$ cat src/rtl/speed_pkg.sv
// Shared constants for the speed tick generator/decoder pair: speed codes,
// 50 MHz default tick intervals and the decoder state encoding.
package speed_pkg;

  localparam logic [1:0] SPD_NONE    = 2'd0;
  localparam logic [1:0] SPD_EIGHTH  = 2'd1;
  localparam logic [1:0] SPD_QUARTER = 2'd2;
  localparam logic [1:0] SPD_HALF    = 2'd3;

  localparam int unsigned EIGHTH_CYC_50M  = 6250001;
  localparam int unsigned QUARTER_CYC_50M = 12500001;
  localparam int unsigned HALF_CYC_50M    = 25000001;

  typedef enum logic [1:0] {
    ST_IDLE   = 2'd0,
    ST_ARMED  = 2'd1,
    ST_LOCKED = 2'd2
  } state_e;

endpackage

$ cat src/rtl/speed_window_classify.sv
// Combinational classifier: matches a measured interval against the eighth,
// quarter and half windows (nominal +/- TOL), eighth taking priority.
module speed_window_classify
  import speed_pkg::*;
#(
  parameter int unsigned W           = 27,
  parameter int unsigned EIGHTH_CYC  = EIGHTH_CYC_50M,
  parameter int unsigned QUARTER_CYC = QUARTER_CYC_50M,
  parameter int unsigned HALF_CYC    = HALF_CYC_50M,
  parameter int unsigned TOL         = 1024
) (
  input  logic [W-1:0] p_i,
  output logic [1:0]   cls_o,
  output logic         match_o
);

  localparam logic [95:0] NOMINALS = {32'(HALF_CYC), 32'(QUARTER_CYC), 32'(EIGHTH_CYC)};

  logic [31:0] p_ext;
  logic [2:0]  hit;

  assign p_ext = 32'(p_i);

  for (genvar gi = 0; gi < 3; gi++) begin : g_win
    localparam logic [31:0] LO = NOMINALS[gi*32 +: 32] - 32'(TOL);
    localparam logic [31:0] HI = NOMINALS[gi*32 +: 32] + 32'(TOL);
    assign hit[gi] = (p_ext >= LO) && (p_ext <= HI);
  end

  always_comb begin
    cls_o = SPD_NONE;
    if (hit[0])      cls_o = SPD_EIGHTH;
    else if (hit[1]) cls_o = SPD_QUARTER;
    else if (hit[2]) cls_o = SPD_HALF;
  end

  assign match_o = |hit;

endmodule

$ cat src/rtl/speed_tick_decoder.sv
// Measures the spacing of speed-tick rising edges and reports a locked speed code.
// Build option: SPEED_TICK_DECODER_LOCK2_EN requires two matching intervals to lock.
module speed_tick_decoder
  import speed_pkg::*;
#(
  parameter int unsigned W           = 27,
  parameter int unsigned EIGHTH_CYC  = EIGHTH_CYC_50M,
  parameter int unsigned QUARTER_CYC = QUARTER_CYC_50M,
  parameter int unsigned HALF_CYC    = HALF_CYC_50M,
  parameter int unsigned TOL         = 1024,
  parameter int unsigned TIMEOUT_CYC = 33554431
) (
  input  logic         Clock,
  input  logic         Resetn,
  input  logic         tick,
  output logic [1:0]   speed_code,
  output logic         valid,
  output logic [W-1:0] period,
  output logic         timeout,
  output logic         bad_interval
);

  localparam logic [W-1:0] TO = W'(TIMEOUT_CYC);

  state_e       state_q, state_d;
  logic         tick_q;
  logic [W-1:0] count_q, count_d;
  logic [1:0]   code_q, code_d;
  logic         valid_q, valid_d;
  logic [W-1:0] period_q, period_d;
  logic         timeout_q, timeout_d;
  logic         bad_q, bad_d;
`ifdef SPEED_TICK_DECODER_LOCK2_EN
  logic [1:0]   cand_q, cand_d;
`endif

  logic         tick_rise;
  logic [W-1:0] p_w;
  logic [1:0]   cls_w;
  logic         match_w;

  assign tick_rise = tick & ~tick_q;
  assign p_w       = (&count_q) ? count_q : count_q + 1'b1;

  speed_window_classify #(
    .W          (W),
    .EIGHTH_CYC (EIGHTH_CYC),
    .QUARTER_CYC(QUARTER_CYC),
    .HALF_CYC   (HALF_CYC),
    .TOL        (TOL)
  ) u_classify (
    .p_i    (p_w),
    .cls_o  (cls_w),
    .match_o(match_w)
  );

  // tick_q resets high so a tick already high at reset release is not an edge.
  always_ff @(posedge Clock) begin
    if (!Resetn) begin
      tick_q    <= 1'b1;
      state_q   <= ST_IDLE;
      count_q   <= '0;
      code_q    <= SPD_NONE;
      valid_q   <= 1'b0;
      period_q  <= '0;
      timeout_q <= 1'b0;
      bad_q     <= 1'b0;
`ifdef SPEED_TICK_DECODER_LOCK2_EN
      cand_q    <= SPD_NONE;
`endif
    end else begin
      tick_q    <= tick;
      state_q   <= state_d;
      count_q   <= count_d;
      code_q    <= code_d;
      valid_q   <= valid_d;
      period_q  <= period_d;
      timeout_q <= timeout_d;
      bad_q     <= bad_d;
`ifdef SPEED_TICK_DECODER_LOCK2_EN
      cand_q    <= cand_d;
`endif
    end
  end

  always_comb begin
    state_d = state_q;
    count_d = count_q;
`ifdef SPEED_TICK_DECODER_LOCK2_EN
    cand_d  = cand_q;
`endif
    if (state_q == ST_IDLE) begin
      count_d = '0;
      if (tick_rise) state_d = ST_ARMED;
    end else if (tick_rise) begin
      // An edge always wins over a coincident timeout.
      count_d = '0;
      if (!match_w) begin
        state_d = ST_ARMED;
`ifdef SPEED_TICK_DECODER_LOCK2_EN
        cand_d  = SPD_NONE;
`endif
      end else begin
`ifdef SPEED_TICK_DECODER_LOCK2_EN
        if (cls_w == cand_q) begin
          state_d = ST_LOCKED;
        end else begin
          state_d = ST_ARMED;
          cand_d  = cls_w;
        end
`else
        state_d = ST_LOCKED;
`endif
      end
    end else if (count_q == TO) begin
      state_d = ST_IDLE;
      count_d = '0;
`ifdef SPEED_TICK_DECODER_LOCK2_EN
      cand_d  = SPD_NONE;
`endif
    end else begin
      count_d = count_q + 1'b1;
    end
  end

  always_comb begin
    code_d    = code_q;
    valid_d   = valid_q;
    period_d  = period_q;
    timeout_d = 1'b0;
    bad_d     = 1'b0;
    if (state_q != ST_IDLE) begin
      if (tick_rise) begin
        period_d = p_w;
        if (!match_w) begin
          bad_d   = 1'b1;
          code_d  = SPD_NONE;
          valid_d = 1'b0;
        end else if (state_d == ST_LOCKED) begin
          code_d  = cls_w;
          valid_d = 1'b1;
        end else begin
          code_d  = SPD_NONE;
          valid_d = 1'b0;
        end
      end else if (count_q == TO) begin
        timeout_d = 1'b1;
        code_d    = SPD_NONE;
        valid_d   = 1'b0;
      end
    end
  end

  assign speed_code   = code_q;
  assign valid        = valid_q;
  assign period       = period_q;
  assign timeout      = timeout_q;
  assign bad_interval = bad_q;

endmodule

$ cat config.mk
export PLATFORM = sky130hd
export DESIGN_NAME = speed_tick_decoder
export DESIGN_NICKNAME = d
export VERILOG_FILES = /design/src/rtl/speed_pkg.sv /design/src/rtl/speed_window_classify.sv /design/src/rtl/speed_tick_decoder.sv
export SDC_FILE = /design/constraint.sdc
export NUM_CORES = 1
export LEC_CHECK = 0
export ABC_AREA = 1
export BUFFER_PORTS_ARGS = -buffer_cell sky130_fd_sc_hd__buf_2
export CAP_MARGIN = 20
export CORE_MARGIN = 3
export CORE_UTILIZATION = 40
export DETAILED_ROUTE_END_ITERATION = 12
export GPL_ROUTABILITY_DRIVEN = 1
export HOLD_SLACK_MARGIN = 0.05
export SLEW_MARGIN = 20
export SYNTH_ARGS = -nofsm -noshare
export SYNTH_HDL_FRONTEND = slang
export SYNTH_SLANG_ARGS = --single-unit
export TNS_END_PERCENT = 20
$ cat constraint.sdc
create_clock -name Clock -period 3.2 [get_ports Clock]
set_input_delay 0.48 -clock Clock [delete_from_list [all_inputs] [get_ports Clock]]
set_output_delay 0.48 -clock Clock [all_outputs]
set_load 0.02 [all_outputs]
==> results of run 1 <==
registers in the layout, indices dropped and copies added (netlist names):
signal	cells
speed_code	2
count_q	27
period	27
timeout	1
valid	1
tick_q	1
bad_interval	1
state_q	2
cell type report:
| type | count | share of cell area [%] |
|---|---|---|
| Multi-Input combinational cell | 446 | 51.4 |
| Sequential cell | 62 | 29.2 |
| Inverter | 88 | 7.76 |
| Timing Repair Buffer | 36 | 4.35 |
| Tap cell | 126 | 3.70 |
| Clock buffer | 12 | 3.41 |
| Clock inverter | 2 | 0.235 |
metal layers:
| layer | vias up | wire length [µm] | track usage [%] |
|---|---|---|---|
| li1 | 1989 | - | - |
| met4 | 0 | 60 | 4.75 |
| met3 | 6 | 462 | 3.11 |
| met5 | - | 0 | 0 |
| met2 | 71 | 5060 | 35.3 |
| met1 | 1769 | 5140 | 27.4 |
per-stage QoR:
stage	utilization, %	cells	instance area [µm²]	power [W]
floorplan	-	609	3810	0.000828
global placement	45.6	758	4090	0.000842
detailed placement	45.6	758	4090	0.000842
CTS	47.3	772	4250	0.00143
global route	47.4	772	4260	0.00147
finish	47.4	772	4260	0.00142
synthesized netlist by cell type:
master      n  area, µm²
nor2_4      4       45.0
nor2_1    105        394
nand2_1   157        589
dfxtp_1    62       1240
buf_6       2       22.5
ha_1        1       12.5
and2_1      3       18.8
nand3_4     2       35.0
buf_2       1       5.00
nand2_4     3       33.8
nand2_2    10       62.6
inv_2      10       37.5
o21ai_1     3       15.0
clkbuf_1   10       37.5
nor3_1      5       25.0
o21bai_1    1       7.51
o211ai_1   13       97.6
nor2_2      9       56.3
nand3_2    10        100
o21ai_0    19       95.1
nand3b_1    4       30.0
a21oi_1    24        120
a211oi_1    1       7.51
nor3_2      1       10.0
xor2_1      4       35.0
nand4_1    13       81.3
nand3_1    49        245
inv_1      78        293
nor2_8      1       20.0
xnor2_1     4       35.0
kinds of logic after synthesis:
family | after synthesis | share of synthesized area, %
xor gates and xnor gates | 8 | 1.84
and+or+nand+nor | 376 | 45.9
adders and majority gates | 1 | 0.328
AOI/OAI and AO/OA | 61 | 9.00
buffers and inverters | 101 | 10.4
DFF | 62 | 32.6
worst paths after layout:
path	start	to	slack, ns
setup / recovery	count_q[0]	state_q[0]	0.29
hold / removal	tick	tick_q	0.33
setup reg to reg	count_q[0]	state_q[0]	0.29
hold reg to reg	speed_code[0]	speed_code[0]	0.46
report_power, final:
part	total (W)	internal, W	switching (W)	leakage (nW)
logic	0.0000434	0.0000117	0.0000317	1.49
registers	0.000781	0.000778	0.00000316	0.500
clock network	0.000594	0.000292	0.000302	0.0821
what timing repair did:
item                                    CTS  global route
hold buffers                              0             0
hold endpoints to repair                  0             0
resized for setup                         0             1
endpoints found under the setup margin    0             3
worst max-delay path, cell delays in order (launching register included):
cell	delay, ns
dfxtp_1	0.39
ha_1	0.25
nand2_2	0.09
nor2_4	0.16
nand2_4	0.10
nor2_8	0.22
nand2_8	0.19
nand2_1	0.12
nand2_1	0.10
nor2_2	0.26
nand2_1	0.12
nand3_1	0.08
nand2_1	0.08
nand3_1	0.10
nand3_1	0.07
nand2_1	0.07
nand2_1	0.10
nand3_2	0.11
nand2_2	0.06
nand2_1	0.08
nor2_2	0.03
==> flow_metrics.env, run 1 <==
export IMPL_drt_total_wl_um=10700
export IMPL_cp_data_arrival_time_ns=3.12
export IMPL_finalWorstSetupSlack_ns=0.287
export IMPL_hp_class="primary input to register"
export IMPL_grt_usage_pct=20.6
export IMPL_insertion_delay_ns=0.34
export IMPL_cp_max_fo=27
export IMPL_ys_warn_count=0
export IMPL_grt_overflow=0
export IMPL_drtIter0Drc=168
export IMPL_hpwl_um=8430
export IMPL_netlist_area_mm2=0.00381
export IMPL_hold_depth=3
export IMPL_die_y_um=104
export IMPL_grt_max_degree=38
export IMPL_netlist_instances=609
export IMPL_multi_input_area_mm2=0.00219
export IMPL_antenna_found_initial=0
export IMPL_worst_slew_margin_rel_pct=68.8
export IMPL_finalCriticalPeriod_ns=2.91
export IMPL_critPathCaptureType="register"
export IMPL_cts_htree_levels=3
export IMPL_num_io_pins=35
export IMPL_leakagePower_nw=2.07
export IMPL_diodes=0
export IMPL_post_route_period_util_pct=91.0
export IMPL_synthToLayoutAreaGrowth_pct=11.8
export IMPL_cts_path_max_buffers=2
export IMPL_cts_setup_buffers=0
export IMPL_ys_types=30
export IMPL_cp_required_ns=3.40
export IMPL_seq_area_mm2=0.00124
export IMPL_syn_area_per_cell_um2=6.25
export IMPL_final_cell_mix="nand2_1 (157), nor2_1 (104), inv_1 (78)"
export IMPL_cts_tree="yes"
export IMPL_drive_gt1_share_pct=15.3
export IMPL_powerDensity_mw_per_mm2=333
export IMPL_die_area_mm2=0.0107
export IMPL_setup_tns_ns=0
export IMPL_dp_slack_ns=0.290
export IMPL_fin_nets=647
export IMPL_fillers=984
export IMPL_hold_viol_final=0
export IMPL_viasPerCell=4.97
export IMPL_port_buffers=34
export IMPL_cts_sinks=62
export IMPL_ys_ff_latch=62
export IMPL_finalSetupViolations=0
export IMPL_core_mm2=0.00898
export IMPL_drt_first_pass_iters=5
export IMPL_rsz0062_at_grt="false"
export IMPL_wl_per_cell_um=13.9
export IMPL_grt_pass1_vias=3638
export IMPL_num_rows=34
export IMPL_worst_clock_skew_ns=0.0151
export IMPL_die_w_um=104
export IMPL_cts_clk_slew_worst_paths_ns=0.07
export IMPL_final_max_slew_violation_count=0
export IMPL_yosysSeqAreaShare_pct=32.6
export IMPL_num_vias=3835
export IMPL_grt_pass1_wl_um=18200
export IMPL_layout_commonest_cell="nand2_1"
export IMPL_drcViolationCount=0
export IMPL_crit_type="register to register"
export IMPL_hold_ws_ns=0.328
export IMPL_worstSetupStartpointType="register"
export IMPL_worst_pin_slew_ns=0.466
export IMPL_gp_congestion=0.865
export IMPL_cts_root_buf="clkbuf_8"
export IMPL_ant_nets=0
export IMPL_status="finished clean"
export IMPL_fmax_mhz=343
export IMPL_start_util_pct=42.4
export IMPL_synthesis_nets=613
export IMPL_r2r_cells=20
export IMPL_peakVddDrop_uv=146
export IMPL_cts_made_buffers=9
export IMPL_maxCapViolCount=0
(Power assumes the default switching activity.)
==> run 2, diff against run 1 <==
--- a/config.mk
+++ b/config.mk
@@ -5,11 +5,12 @@
 export SDC_FILE = /design/constraint.sdc
 export NUM_CORES = 1
 export LEC_CHECK = 0
-export ABC_AREA = 1
+export ABC_AREA = 0
 export BUFFER_PORTS_ARGS = -buffer_cell sky130_fd_sc_hd__buf_2
 export CAP_MARGIN = 20
 export CORE_MARGIN = 3
 export CORE_UTILIZATION = 40
+export CTS_BUF_LIST = sky130_fd_sc_hd__clkbuf_4 sky130_fd_sc_hd__clkbuf_8
 export DETAILED_ROUTE_END_ITERATION = 12
 export GPL_ROUTABILITY_DRIVEN = 1
 export HOLD_SLACK_MARGIN = 0.05
==> run 2 against run 1 <==
Non-clock buffer count grew 34. Maximum frequency shrank 2.4%. Clock-buffer cell count shrank 2.
==> flow_metrics.env, run 2 <==
export IMPL_synth_ff_type="dfxtp_1"
export IMPL_final_max_slew_violation_count=0
export IMPL_hold_depth=2
export IMPL_ant_nets=0
export IMPL_netlist_area_mm2=0.00367
export IMPL_grt_usage_pct=21.6
export IMPL_num_io_pins=35
export IMPL_final_core_util_pct=49.2
export IMPL_ys_warn_count=0
export IMPL_synthesis_nets=447
export IMPL_netlist_area_leader_share_pct=33.8
export IMPL_yosysSeqAreaShare_pct=33.8
export IMPL_cp_required_ns=3.43
export IMPL_setup_tns_ns=0
export IMPL_status="finished clean"
export IMPL_num_rows=34
export IMPL_synthArstFlopShare_pct=0
export IMPL_critPathCaptureType="register"
export IMPL_grt_pass1_wl_um=17400
export IMPL_final_cell_mix="dfxtp_1 (61), nor2_1 (48), buf_4 (36)"
export IMPL_min_delay_start="tick"
export IMPL_drtIter0Drc=318
export IMPL_cts_tree="yes"
export IMPL_crit_slowest_cell="dfxtp_1"
export IMPL_cp_data_arrival_time_ns=3.21
export IMPL_grt_overflow=0
export IMPL_synth_edf_count=0
export IMPL_synthTopCellsByArea="dfxtp_1 (34%), xnor2_1 (5.3%), nor2_1 (5.0%)"
export IMPL_critPathMaxStageDelay_ns=0.55
export IMPL_grt_pass1_vias=3287
export IMPL_netlist_instances=443
export IMPL_maxCapViolCount=0
export IMPL_crit_type="register to register"
export IMPL_port_buffers=34
export IMPL_ff2ff_setup_slack_ns=0.22
export IMPL_post_route_period_util_pct=93.2
export IMPL_path_buf_inv=1
export IMPL_gp_congestion=0.903
export IMPL_finalCriticalPeriod_ns=2.98
export IMPL_ys_types=69
export IMPL_whs_endpoint="tick_q"
export IMPL_cts_sinks=62
export IMPL_cts_root_buf="clkbuf_8"
export IMPL_viasPerCell=5.90
export IMPL_layout_commonest_cell="dfxtp_1"
export IMPL_hold_viol_final=0
export IMPL_worstReg2RegEnd="bad_interval"
export IMPL_crit_chain="nand3_2 > nor4_4 > buf_4 > and3_4 > nand4_4 > a2111oi_4 > nand3_1 > o41ai_4 > a41oi_2 > and4_1"
export IMPL_wl_per_cell_um=17.8
export IMPL_final_cell_count_no_fill=607
export IMPL_diodes=0
export IMPL_r2r_cells=10
export IMPL_num_vias=3584
export IMPL_grt_max_degree=37
export IMPL_cts_htree_levels=3
export IMPL_finalSetupViolations=0
export IMPL_worst_pin_slew_ns=0.751
export IMPL_hpwl_um=8220
export IMPL_start_util_pct=41.7
export IMPL_drcViolationCount=0
export IMPL_cp_max_fo=10
export IMPL_drive_gt1_share_pct=23.6
export IMPL_stdcell_area_mm2=0.00433
export IMPL_hold_ws_ns=0.356
export IMPL_critPathTopFamily="simple AND/OR/NAND/NOR gates"
export IMPL_reg2reg_from="count_q[8]"
export IMPL_cts_clk_slew_worst_paths_ns=0.07
export IMPL_fin_nets=498
export IMPL_peakVddDrop_uv=158
export IMPL_insertion_delay_ns=0.33
export IMPL_drt_first_pass_iters=5
export IMPL_synthToLayoutAreaGrowth_pct=18.0
export IMPL_die_y_um=102
export IMPL_hp_class="primary input to register"
export IMPL_placed_cell_area_mm2=0.00408
export IMPL_worst_clock_skew_ns=0.00890
export IMPL_yosysMostFrequentCell="dfxtp_1"
export IMPL_ys_ff_latch=62
export IMPL_synth_largest_area_cell="dfxtp_1"
export IMPL_cts_made_buffers=9
export IMPL_antenna_found_initial=0
export IMPL_cts_path_max_buffers=2
export IMPL_powerDensity_mw_per_mm2=370
export IMPL_die_area_mm2=0.0104
export IMPL_synthTopCellsByCount="dfxtp_1 (62), nor2_1 (49), nand2_1 (32)"
export IMPL_worst_slew_margin_rel_pct=49.3
export IMPL_drt_total_wl_um=10800
export IMPL_syn_area_per_cell_um2=8.28
export IMPL_numPlacedInstances=590
export IMPL_fmax_mhz=335
export IMPL_worstSetupStartpointType="register"
export IMPL_core_mm2=0.00881
export IMPL_die_w_um=102
export IMPL_leakagePower_nw=1.68
## run 2: worst max path at each step
| stage | start | to | cells past startpoint |
|---|---|---|---|
| after floorplan | count_q[0] | bad_interval | 12 |
| after global placement | count_q[1] | bad_interval | 9 |
| after detailed placement | count_q[7] | bad_interval | 9 |
| after CTS | count_q[8] | bad_interval | 9 |
| after global routing | count_q[0] | bad_interval | 11 |
| final | count_q[8] | bad_interval | 10 |
## run 2: layer usage
metal  vias to the layer above  share of wire, %  GRT usage, %  wire [µm]
li1                       1733                 -             -          -
met1                      1692                49          31.2       5260
met2                       145                44          32.5       4750
met3                        14               6.3          4.34        684
met4                         0               1.2          6.03        132
met5                         -                 0             0          0
## run 2: cell families after synthesis
family	share of synthesized area (%)
multiplexers	0.273
XOR/XNOR	7.57
AND/OR/NAND/NOR	33.7
AO/OA/AOI/OAI	19.0
flip-flops	33.8
buffers and inverters	5.25
adder cells (fa/ha/maj)	0.341
## run 2: power breakdown
part / internal, W / switching (W)
clock network: 0.000446 / 0.000329
registers: 0.000777 / 0.00000352
logic: 0.0000151 / 0.0000294
## run 2: per-stage QoR
stage	worst slack (ns)	total power, W
2_1_floorplan	0.490	0.000829
4_1_cts	0.139	0.00161
5_1_grt	-0.00391	0.00165
3_5_place_dp	0.169	0.000843
3_3_place_gp	0.271	0.000843
6_report	0.216	0.00160
## run 2: repair_timing
action / in CTS / in global routing
resized for setup: 0 / 5
hold buffers: 0 / 0
endpoints found under the setup margin: 0 / 5
buffers inserted: 0 / 1
## run 2: final cells by class
class	instances	area [µm²]
clock inverters	6	86.3
clock buffers	10	131
fillers	870	4480
repair buffers	70	440
inverters	8	30.0
flip-flops and latches	62	1240
well taps	108	135
multi-input cells	343	2260
==> run 3, diff against run 2 <==
==> constraint.sdc (replaced) <==
create_clock -name Clock -period 3.4 [get_ports Clock]
set_input_delay 0.51 -clock Clock [delete_from_list [all_inputs] [get_ports Clock]]
set_output_delay 0.51 -clock Clock [all_outputs]
set_load 0.02 [all_outputs]
==> run 3 against run 2 <==
Cell area down 2.6%. Critical path depth down 2. Sequential cell count unchanged. Non-clock buffer count down 14. Combinational power down 9.2%. Cell count down 2.3%. Critical endpoint unchanged. Die area unchanged. First-iteration DRC count down 20%. Global-route usage down 0.93 points. Register-to-register slack better by 0.05 ns.
==> flow_metrics.env, run 3 (synthesis results as in run 2) <==
export IMPL_insertion_delay_ns=0.36
export IMPL_cts_htree_levels=3
export IMPL_dp_slack_ns=0.203
export IMPL_powerDensity_mw_per_mm2=362
export IMPL_hold_ws_ns=0.362
export IMPL_final_cell_mix="dfxtp_1 (61), nor2_1 (48), buf_2 (34)"
export IMPL_path_buf_inv=0
export IMPL_die_y_um=102
export IMPL_synthToLayoutAreaGrowth_pct=15.0
export IMPL_status="finished clean"
export IMPL_setup_tns_ns=0
export IMPL_fin_nets=484
export IMPL_worst_pin_slew_ns=0.763
export IMPL_port_buffers=34
export IMPL_power_total_w=0.00153
export IMPL_worst_slew_margin_rel_pct=48.8
export IMPL_finalWorstSetupSlack_ns=0.270
export IMPL_cp_required_ns=3.64
export IMPL_final_max_slew_violation_count=0
export IMPL_hp_class="primary input to register"
export IMPL_cts_clk_slew_worst_paths_ns=0.08
export IMPL_wl_per_cell_um=17.6
export IMPL_cp_max_fo=9
export IMPL_worst_clock_skew_ns=0.00952
export IMPL_grt_pass1_wl_um=16600
export IMPL_crit_type="register to register"
export IMPL_core_mm2=0.00881
export IMPL_drt_total_wl_um=10400
export IMPL_cts_made_buffers=9
export IMPL_cts_path_max_buffers=2
export IMPL_viasPerCell=5.81
export IMPL_leakagePower_nw=1.58
export IMPL_drtIter0Drc=254
export IMPL_num_vias=3448
export IMPL_start_util_pct=41.7
export IMPL_hold_viol_final=0
export IMPL_critPathTopFamily="simple AND/OR/NAND/NOR gates"
export IMPL_die_w_um=102
export IMPL_gp_congestion=0.927
export IMPL_final_core_util_pct=47.9
export IMPL_post_route_period_util_pct=92.1
export IMPL_critPathCaptureType="register"
export IMPL_cts_hold_buf=0
export IMPL_fmax_mhz=320
export IMPL_hpwl_um=7820
export IMPL_layout_commonest_cell="dfxtp_1"
export IMPL_grt_max_degree=45
export IMPL_drcViolationCount=0
export IMPL_cts_tree="yes"
export IMPL_ant_nets=0
export IMPL_maxCapViolCount=0
export IMPL_cts_root_buf="clkbuf_8"
export IMPL_ff2ff_setup_slack_ns=0.27
export IMPL_finalSetupViolations=0
export IMPL_diodes=0
export IMPL_critPathMaxStageDelay_ns=0.61
export IMPL_grt_overflow=0
export IMPL_drt_first_pass_iters=5
export IMPL_grt_usage_pct=20.6
export IMPL_crit_chain="nand4_4 > nor4_2 > nand2_1 > nor3b_1 > nor3_1 > nor4_1 > a41oi_2 > and4_1"
export IMPL_antenna_found_initial=0
export IMPL_num_rows=34
export IMPL_peakVddDrop_uv=148
export IMPL_crit_slowest_cell="nor4_2"
export IMPL_cp_data_arrival_time_ns=3.37
export IMPL_finalCriticalPeriod_ns=3.13
export IMPL_drive_gt1_share_pct=21.0
export IMPL_cts_setup_buffers=0
export IMPL_rsz0062_at_grt="false"
export IMPL_die_area_mm2=0.0104
export IMPL_worstSetupStartpointType="register"
export IMPL_grt_pass1_vias=3150
export IMPL_cts_sinks=62
export IMPL_num_io_pins=35
## run 3: routing by layer
| layer | GRT usage [%] | share of wire, % | up-vias | wire length [µm] |
|---|---|---|---|---|
| li1 | - | - | 1698 | - |
| met2 | 30.5 | 44 | 105 | 4620 |
| met4 | 4.81 | 1.0 | 0 | 105 |
| met1 | 30.8 | 49 | 1634 | 5140 |
| met3 | 4.06 | 5.6 | 11 | 582 |
| met5 | 0 | 0 | - | 0 |
## run 3: worst reg2reg max path: cells and delay by family (launching register included)
family | cells | cell delay (ns)
simple gates | 7 | 2.22
flops | 1 | 0.53
compound gates | 1 | 0.28
## run 3: worst paths after layout
check,end,cells after the start,startpoint
setup / recovery,bad_interval,8,count_q[7]
hold / removal,tick_q,2,tick
setup reg to reg,bad_interval,8,count_q[7]
hold reg to reg,speed_code[1],2,speed_code[1]
## run 3: per-stage QoR
stage	area, µm²	std cells
final	4220	593
after global routing	4220	593
after CTS	4210	593
after detailed placement	3980	577
after global placement	3980	577
after floorplan	3670	443
## run 3: final cells by class
class	count	area, µm²
Fill cell	895	4590
Sequential cell	62	1240
Multi-Input combinational cell	343	2240
Clock inverter	6	92.6
Timing Repair Buffer	56	335
Tap cell	108	135
Clock buffer	10	138
Inverter	8	30.0
## run 3: timing repair
action / 4_1_cts / 5_1_grt
hold endpoints to repair: 0 / 0
resized for setup: 0 / 2
endpoints found under the setup margin: 0 / 2
## run 3: power by group
group	internal (W)	switching, W	total [W]
clock network	0.000437	0.000315	0.000753
registers	0.000732	0.00000353	0.000735
logic	0.0000136	0.0000268	0.0000404
total	0.00118	0.000346	0.00153
